**config.mk**
```make
export PLATFORM = sky130hd
export DESIGN_NAME = led_pwm_fader_flat
export DESIGN_NICKNAME = d
export VERILOG_FILES = /design/src/rtl/led_pkg.sv /design/src/rtl/led_pwm_fader_if.sv /design/src/rtl/led_fade_channel.sv /design/src/rtl/led_pwm_fader.sv /design/src/flat_wrapper.sv
export SDC_FILE = /design/constraint.sdc
export NUM_CORES = 1
export LEC_CHECK = 0
export CAP_MARGIN = 10
export CORE_ASPECT_RATIO = 1.1
export CORE_UTILIZATION = 60
export CTS_CLUSTER_SIZE = 40
export DETAILED_ROUTE_END_ITERATION = 8
export PLACE_DENSITY = 0.83
export SLEW_MARGIN = 20
export SYNTH_ARGS = -nofsm -noshare
export SYNTH_HDL_FRONTEND = slang
export SYNTH_HIERARCHICAL = 1
export SYNTH_SLANG_ARGS = --single-unit
```
**constraint.sdc**
```tcl
create_clock -name clk -period 3.34 [get_ports clk]
set_input_delay 0.835 -clock clk [delete_from_list [all_inputs] [get_ports clk]]
set_output_delay 0.835 -clock clk [all_outputs]
set_load 0.02 [all_outputs]
```
**src/rtl/led_pkg.sv**
```systemverilog
// led_pkg: shared LED count, fade state type and level step helper for led_pwm_fader
package led_pkg;
  localparam int NUM_LEDS = 4;
  typedef enum logic [1:0] {FADE_OFF, FADE_RAMP_UP, FADE_ON, FADE_RAMP_DOWN} fade_state_e;
  function automatic logic [31:0] fade_next(input logic [31:0] level, input logic [31:0] max_level,
                                            input logic target, input logic tick);
    return !tick ? level :
           (target && level < max_level) ? level + 32'd1 :
           (!target && level != 32'd0) ? level - 32'd1 : level;
  endfunction
endpackage

```
**src/rtl/led_pwm_fader_if.sv**
```systemverilog
// led_pwm_fader_if: commanded pattern/enable towards the fader, LED drive and busy back
interface led_pwm_fader_if;
  import led_pkg::*;
  logic [NUM_LEDS-1:0] led_in;
  logic [NUM_LEDS-1:0] led_out;
  logic enable;
  logic busy;
  modport master(output led_in, enable, input led_out, busy);
  modport slave(input led_in, enable, output led_out, busy);
endinterface

```
**src/rtl/led_fade_channel.sv**
```systemverilog
// led_fade_channel: one LED's level ramp, fade FSM and registered PWM compare (GAMMA_EN squares the duty)
module led_fade_channel
  import led_pkg::*;
#(
  parameter int unsigned PWM_BITS = 8
) (
  input  logic                clk,
  input  logic                rst_n,
  input  logic                target,
  input  logic                step_tick,
  input  logic                enable,
  input  logic [PWM_BITS-1:0] pwm_cnt,
  output logic [PWM_BITS-1:0] level,
  output logic                ramping,
  output logic                pwm
);
  localparam logic [PWM_BITS-1:0] MAX = '1;
  fade_state_e state;
  logic [PWM_BITS-1:0] goal;
  logic [PWM_BITS-1:0] duty;
  assign goal = {PWM_BITS{target}};
  always_comb state = level < goal ? FADE_RAMP_UP : level > goal ? FADE_RAMP_DOWN : target ? FADE_ON : FADE_OFF;
  assign ramping = state == FADE_RAMP_UP || state == FADE_RAMP_DOWN;
`ifdef GAMMA_EN
  logic [2*PWM_BITS-1:0] sq;
  assign sq = (2*PWM_BITS)'(level) * (2*PWM_BITS)'(level);
  assign duty = sq[2*PWM_BITS-1:PWM_BITS];
`else
  assign duty = level;
`endif
  // full scale is forced solid so the pin never ripples when fully on
  always_ff @(posedge clk or negedge rst_n)
    if (!rst_n) begin
      level <= '0;
      pwm   <= 1'b0;
    end else begin
      level <= PWM_BITS'(fade_next(32'(level), 32'(MAX), target, step_tick && enable));
      pwm   <= enable && level != '0 && (level == MAX || duty > pwm_cnt);
    end
endmodule

```
**src/rtl/led_pwm_fader.sv**
```systemverilog
// led_pwm_fader: syncs the LED pattern, ramps each channel's brightness and renders it with a shared PWM counter
// GAMMA_EN: when defined, channels use a squared (gamma) duty instead of the linear level
module led_pwm_fader
  import led_pkg::*;
#(
  parameter int unsigned PWM_BITS = 8,
  parameter int unsigned STEP_DIV = 16384
) (
  input logic            clk,
  input logic            rst_n,
  led_pwm_fader_if.slave bus
);
  localparam int unsigned SW = $clog2(STEP_DIV);
  logic [NUM_LEDS-1:0] led_meta, led_sync, ramping, pwm;
  logic [PWM_BITS-1:0] pwm_cnt;
  logic [PWM_BITS-1:0] level [NUM_LEDS];
  logic [SW-1:0] step_cnt;
  logic step_tick;
  assign step_tick = step_cnt == SW'(STEP_DIV - 1);
  always_ff @(posedge clk or negedge rst_n)
    if (!rst_n) begin
      led_meta <= '0;
      led_sync <= '0;
      pwm_cnt  <= '0;
      step_cnt <= '0;
      bus.busy <= 1'b0;
    end else begin
      led_meta <= bus.led_in;
      led_sync <= led_meta;
      pwm_cnt  <= pwm_cnt + 1'b1;
      if (bus.enable) step_cnt <= step_tick ? '0 : step_cnt + 1'b1;
      bus.busy <= |ramping;
    end
  for (genvar i = 0; i < NUM_LEDS; i++) begin : g_ch
    led_fade_channel #(.PWM_BITS(PWM_BITS)) u_ch (
      .clk      (clk),
      .rst_n    (rst_n),
      .target   (led_sync[i]),
      .step_tick(step_tick),
      .enable   (bus.enable),
      .pwm_cnt  (pwm_cnt),
      .level    (level[i]),
      .ramping  (ramping[i]),
      .pwm      (pwm[i])
    );
  end
  assign bus.led_out = pwm;
endmodule

```
**src/flat_wrapper.sv**
```systemverilog
// flat-port wrapper written by rule: the top's interface ports become plain ports
module led_pwm_fader_flat import led_pkg::*;
#(
  parameter int unsigned PWM_BITS = 8,
  parameter int unsigned STEP_DIV = 16384
)
  (clk, rst_n, bus_led_in, bus_enable, bus_led_out, bus_busy);
  led_pwm_fader_if bus_i ();
  input logic clk;
  input logic rst_n;
  input wire logic [$bits(bus_i.led_in)-1:0] bus_led_in;
  input wire logic [$bits(bus_i.enable)-1:0] bus_enable;
  output wire logic [$bits(bus_i.led_out)-1:0] bus_led_out;
  output wire logic [$bits(bus_i.busy)-1:0] bus_busy;
  assign bus_i.led_in = bus_led_in;
  assign bus_i.enable = bus_enable;
  assign bus_led_out = bus_i.led_out;
  assign bus_busy = bus_i.busy;
  led_pwm_fader #(.PWM_BITS(PWM_BITS), .STEP_DIV(STEP_DIV)) u_core (.clk(clk), .rst_n(rst_n), .bus(bus_i));
endmodule
```
---- Word level (Yosys, flattened, before mapping) ----
Cells that the tools add are included.
operators by class
  add/sub/neg operators ................... 10
  multiply operators ...................... 0
  divide/modulo/power cells ............... 0
  magnitude comparators ................... 16
  eq/ne operators ......................... 13
  shift-type cells ........................ 0
  multiplexer cells ....................... 21
  bitwise logic cells ..................... 0
  reductions and logical operators ........ 42
operators by type and width
  cell                                                                    number
  8-bit > comparator                                                      8
  8-bit two-way mux                                                       8
  8-bit by 1-bit adder with 8-bit output (second input constant)          5
  8-bit equality test (second input constant)                             4
  8-bit < comparator                                                      4
  8-bit < comparator (second input constant)                              4
  8-bit nonzero test                                                      4
  8-bit by 1-bit subtractor with 8-bit output (second input constant)     4
  2-bit two-way mux                                                       12
  1-bit logical AND                                                       17
  14-bit by 1-bit adder with 14-bit output (second input constant)        1
  14-bit equality test (second input constant)                            1
  14-bit two-way mux                                                      1
  2-bit by 1-bit equality test with 1-bit output (second input constant)  4
  2-bit equality test (second input constant)                             4
  1-bit logical OR                                                        8
  2-bit AND reduction                                                     4
  2-bit nonzero test                                                      4
  1-bit zero test                                                         4
  4-bit OR reduction                                                      1
storage, ports and cells
  register bits ........................... 67
  latch bits .............................. 0
  RAM bits ................................ 0
  memory bits (read-only) ................. 0
  bits of input ports ..................... 7
  output and inout bits ................... 5
  logic and storage cells ................. 115
  memories kept ........................... 0

---- Depth between registers and ports, before layout ----
  depth after elaboration ................. 6
  gate-level depth with buffers ........... 8
  gate-level depth less buffers ........... 8

---- Hierarchy ----
The synthesis kept the hierarchy.
by module, submodules not included
  module                                      times used  cells an instance  area an instance (µm²)  sequential area each (µm²)
  led_fade_channel (u_core.g_ch[1].u_ch ...)  2           106                1,012.2                 225.2
  led_pwm_fader                               1           97                 1,255.0                 775.7
  led_fade_channel (u_core.g_ch[0].u_ch)      1           110                1,014.7                 225.2
  led_fade_channel (u_core.g_ch[2].u_ch)      1           110                1,011.0                 225.2

---- Worst setup path after synthesis ----
No wires, ideal clock.
  kind .................................... register to register
  from .................................... reg u_core.g_ch[2].u_ch.level[1]
  to ...................................... reg u_core.g_ch[2].u_ch.level[5]
  library setup time ...................... 0.125 ns
  arrival ................................. 2.455 ns
  slack ................................... 0.760 ns
  stages on the path, launching flop included .. 9
  path buffers ............................ 0
  period minus slack after synthesis ...... 2.580 ns
  cells stage by stage .................... dfrtp_1 > nand4_1 > o21ai_0 > ha_1 > a211oi_1 > o21bai_1 > a21oi_1 > xnor2_1 > mux2_4
on the way
  word-level cells in the longest chain between the ends .. 4
  elaborated cells between the ends (all ways) .. 10
  classes of those cells .................. add/sub: 2; order compare: 1; mux: 2; reduce/logical: 5
RTL lines
  what                                                      line                        RTL
  from (decl)                                               led_fade_channel.sv:13      output logic [PWM_BITS-1:0] level,
  from (signal assigned)                                    led_fade_channel.sv:37      level <= PWM_BITS'(fade_next(32'(level), 32'(MAX), target, step_tick && enable));
  8-bit < comparator or 8-bit nonzero test (tied branches)  led_pkg.sv:8, led_pkg.sv:9
  1-bit logical AND, on equally long branches               led_pkg.sv:8, led_pkg.sv:9
  2-bit nonzero test (no source line)                       n/a
  2-bit AND reduction (no source line)                      n/a
Parallel ways exist; a longest one is shown, timed or not. The select of a mux whose other input is x is not followed.
A chain may end at the register's enable or synchronous reset.

---- Worst setup path in the final report ----
Same ends and word-level chain as after synthesis.

==> results by group <==
Placed design
  – Routability cong.: 0.810
  – Placed inst area: 0.00559 mm2
  – DPL Wire Length: 8270 um
  – Number of port buffers: 11
  – Post-place setup slack: 0.736 ns

Clocking
  – CTS sink cnt: 67
  – CTS Buf Count: 9
  – Clk Tree Root Cell: clkbuf_8
  – TritonCTS clock tree: built
  – CTS resizes: 0
  – Clk Latency, worst-skew pair: 0.36 ns
  – Setup Fix Bufs, Post-CTS: 0
  – Worst-path clk slew: 0.07 ns
  – CTS max path bufs: 2
  – # hold bufs at CTS: 0
  – H-tree levels: 3

Global routing
  – Tot GR Track Use: 26.3%
  – First-pass GRT wire length: 19300 um
  – GR Layer Usage met3: 3.17%
  – Largest net degree at the start of global routing: 37
  – GRT busiest layer: met2
  – Vias in the first global route: 4149
  – Gr ovfl total: 0
  – Antenna violations before repair: 0
  – GR Util met1: 32.9%
  – Met2 Use GR: 46.6%

Logic synthesis
  – Post-Syn Nets: 630
  – Area share of the largest cell type after synthesis: 31.6%
  – Area leader, netlist: dfrtp_1
  – Post-synth ARST share: 100%
  – Area contributors post-synth: dfrtp_1 (32%), ha_1 (21%), xnor2_1 (5.4%)
  – Ys flop type: dfrtp_1
  – EDFF count, synth: 0
  – Post-Synth Adder-Cell Area: 22.7%
  – Cell count after synthesis: 529
  – Post-synthesis cell type count: 48
  – Post-Synth XOR/XNOR Area: 7.43%
  – Synth Area per Inst: 10.0 um2
  – YS warnings: 6
  – Post-synthesis register bit count: 67
  – Post-synthesis compound-gate area fraction: 14.1%
  – Post-Syn Area: 0.00531 mm2
  – Post-synthesis simple-gate area fraction: 15.3%
  – Largest family of logic cells by synthesized area: adder cells
  – Post-synthesis mux area share: 5.19%
  – Sequential fraction of the synthesis area: 31.6%

Drt
  – Routed vias/inst: 6.12
  – Drt drc: 0
  – Post-DRT Antenna Nets: 0
  – WL final: 11000 um
  – Drt wl/cell: 16.3 um
  – First drt pass iteration count: 5
  – Iter 0 DRT Violations: 263
  – DR vias: 4127

Timing
  – Relative slew slack: 45.6%
  – Max Clock Skew: 0.00883 ns
  – Hold Fails Final Rpt: 0
  – Least-Margin Pin Slew: 0.817 ns
  – Fmax: 0.399 GHz
  – Final setup fails: 0
  – Tmin final: 2.50 ns
  – Part of the cycle the worst path needs: 75.0%
  – RSZ-0062 raised after global routing: false
  – Worst setup margin: 0.836 ns
  – Setup TNS: 0 ns
  – Max-slew violation count: 0

Worst setup path
  – Reg-to-Reg Start: u_core/g_ch[2].u_ch/level[1]
  – Worst endpoint data arrival time: 2.75 ns
  – Crit-path slowest cell: dfrtp_1
  – Slowest stage delay, CP: 0.55 ns
  – Required @ worst endpoint: 3.58 ns
  – CP startpoint: u_core/g_ch[2].u_ch/level[1]
  – Max Fanout on Critical Path: 9
  – Critical path launch point type: register
  – Worst path cell trace: nand4_1 -> o21ai_0 -> buf_4 -> ha_1 -> a211oi_1 -> o21bai_1 -> a21oi_1 -> xnor2_1 -> mux2_4
  – Critical path endpoint category: register
  – WS Path Type: register to register

Flow run
  – Max-Cap Viols: 0

Layout
  – Leading cell type in the layout, fill and taps excluded: ha_1
  – Commonest non-fill, non-tap cells in the layout: ha_1 (90), dfrtp_1 (67), inv_1 (45), nand2_1 (37), xnor2_1 (33)
  – Antenna cells: 0
  – Layout cells sized above 1: 11.4%
  – Final Net Count: 659
  – Area grow syn2layout: 10.1%
  – Register area: 0.00168 mm2
  – # fillers: 619
  – Multi-input logic area: 0.00344 mm2
  – Design Area, Final: 0.00584 mm2
  – Post-layout util: 68.8%

Worst hold path
  – Worst Hold Launch: u_core/led_meta[1]
  – Hold crit path type: register to register

Floorplan
  – IO Count: 12
  – Initial Util: 62.4%
  – Die width: 91.7 um
  – DIE AREA: 0.00922 mm2
  – Placeable Area: 0.00850 mm2
  – Die Y-Extent: 101 um
  – Core Rows: 35

Power
  – PwrDens: 328 mW/mm2
  – Maximum VDD drop: 0.000190 V
  – P_leak: 2.79 nW

Outcome
  – Status: complete, no violations
==> where the power goes <==
| part | total [mW] | internal, mW | switching (mW) |
|---|---|---|---|
| Sequential | 0.904 | 0.844 | 0.0605 |
| Clock | 0.844 | 0.502 | 0.342 |
| Combinational | 0.170 | 0.0730 | 0.0974 |
| Total | 1.92 | 1.42 | 0.500 |
==> per-stage QoR <==
step | hold slack (ns) | std cells | total power, mW
after floorplan | 0.331 | 529 | 1.01
after CTS | 0.353 | 674 | 1.93
after detailed placement | 0.340 | 658 | 1.09
after global routing | 0.361 | 674 | 1.98
final | 0.354 | 674 | 1.92
after global placement | 0.333 | 658 | 1.07
==> state kept, by name, summed over array words and instances (netlist names) <==
signal	cells
u_core/led_meta	4
u_core/step_cnt	14
u_core/bus.busy	1
u_core/g_ch.u_ch/level	32
u_core/led_sync	4
u_core/g_ch.u_ch/pwm	4
u_core/pwm_cnt	8
==> kinds of logic (layout without fill, tap and decap cells) <==
family                     after synthesis  in the layout
xor gates and xnor gates                45             45
and+or+nand+nor                        144            144
adders and majority gates               94             94
muxes                                   23             23
DFF                                     67             67
buffers and inverters                   47             81
AOI/OAI and AO/OA                      109            109
==> critical path: cells and delay by family (launching register included) <==
| kind | cells | cell delay [ns] |
|---|---|---|
| xor+xnor | 1 | 0.09 |
| simple gates | 1 | 0.17 |
| flops | 1 | 0.55 |
| mux | 1 | 0.26 |
| fa+ha+maj | 1 | 0.26 |
| buf+inv | 1 | 0.19 |
| compound gates | 4 | 0.86 |
==> per-layer routing <==
metal / wire length [um] / share of wire (%) / vias up
met5: 0 / 0 / -
met4: 164 / 1.5 / 0
met3: 458 / 4.2 / 16
met2: 5510 / 50 / 94
met1: 4870 / 44 / 2004
li1: - / - / 2013
==> worst paths after layout <==
check | endpoint | slack, ns | cells after the start
max in group asynchronous | u_core/g_ch[0].u_ch/level[5] | 2.01 | 2
hold reg to reg | u_core/led_sync[1] | 0.35 | 0
setup reg to reg | u_core/g_ch[2].u_ch/level[5] | 0.84 | 9
hold / removal | u_core/led_sync[1] | 0.35 | 0
setup / recovery | u_core/g_ch[2].u_ch/level[5] | 0.84 | 9
min in group asynchronous | u_core/g_ch[1].u_ch/level[4] | 0.57 | 1
==> synth_stat cells (5+ instances only) <==
cell type  instances
a21o_1             6
nand4_1           27
nor2_1            32
o21ai_0           27
inv_1             45
nand2_1           37
o21a_1             6
and4_1             5
xor2_1            12
nor2b_1           10
mux2_2            12
a21oi_1           25
ha_1              90
dfrtp_1           67
mux2i_1            5
mux2_4             6
xnor2_1           33
o211ai_1           8
a211oi_1           8
==> cell type report <==
class                           count  share of cell area (%)
Sequential cell                    67                    28.7
Clock inverter                      7                    2.12
Timing Repair Buffer               20                    2.96
Clock buffer                        9                    2.12
Inverter                           45                    2.89
Multi-Input combinational cell    415                    58.8
Tap cell                          111                    2.38
No activity file was read; power rests on OpenSTA's default activity.
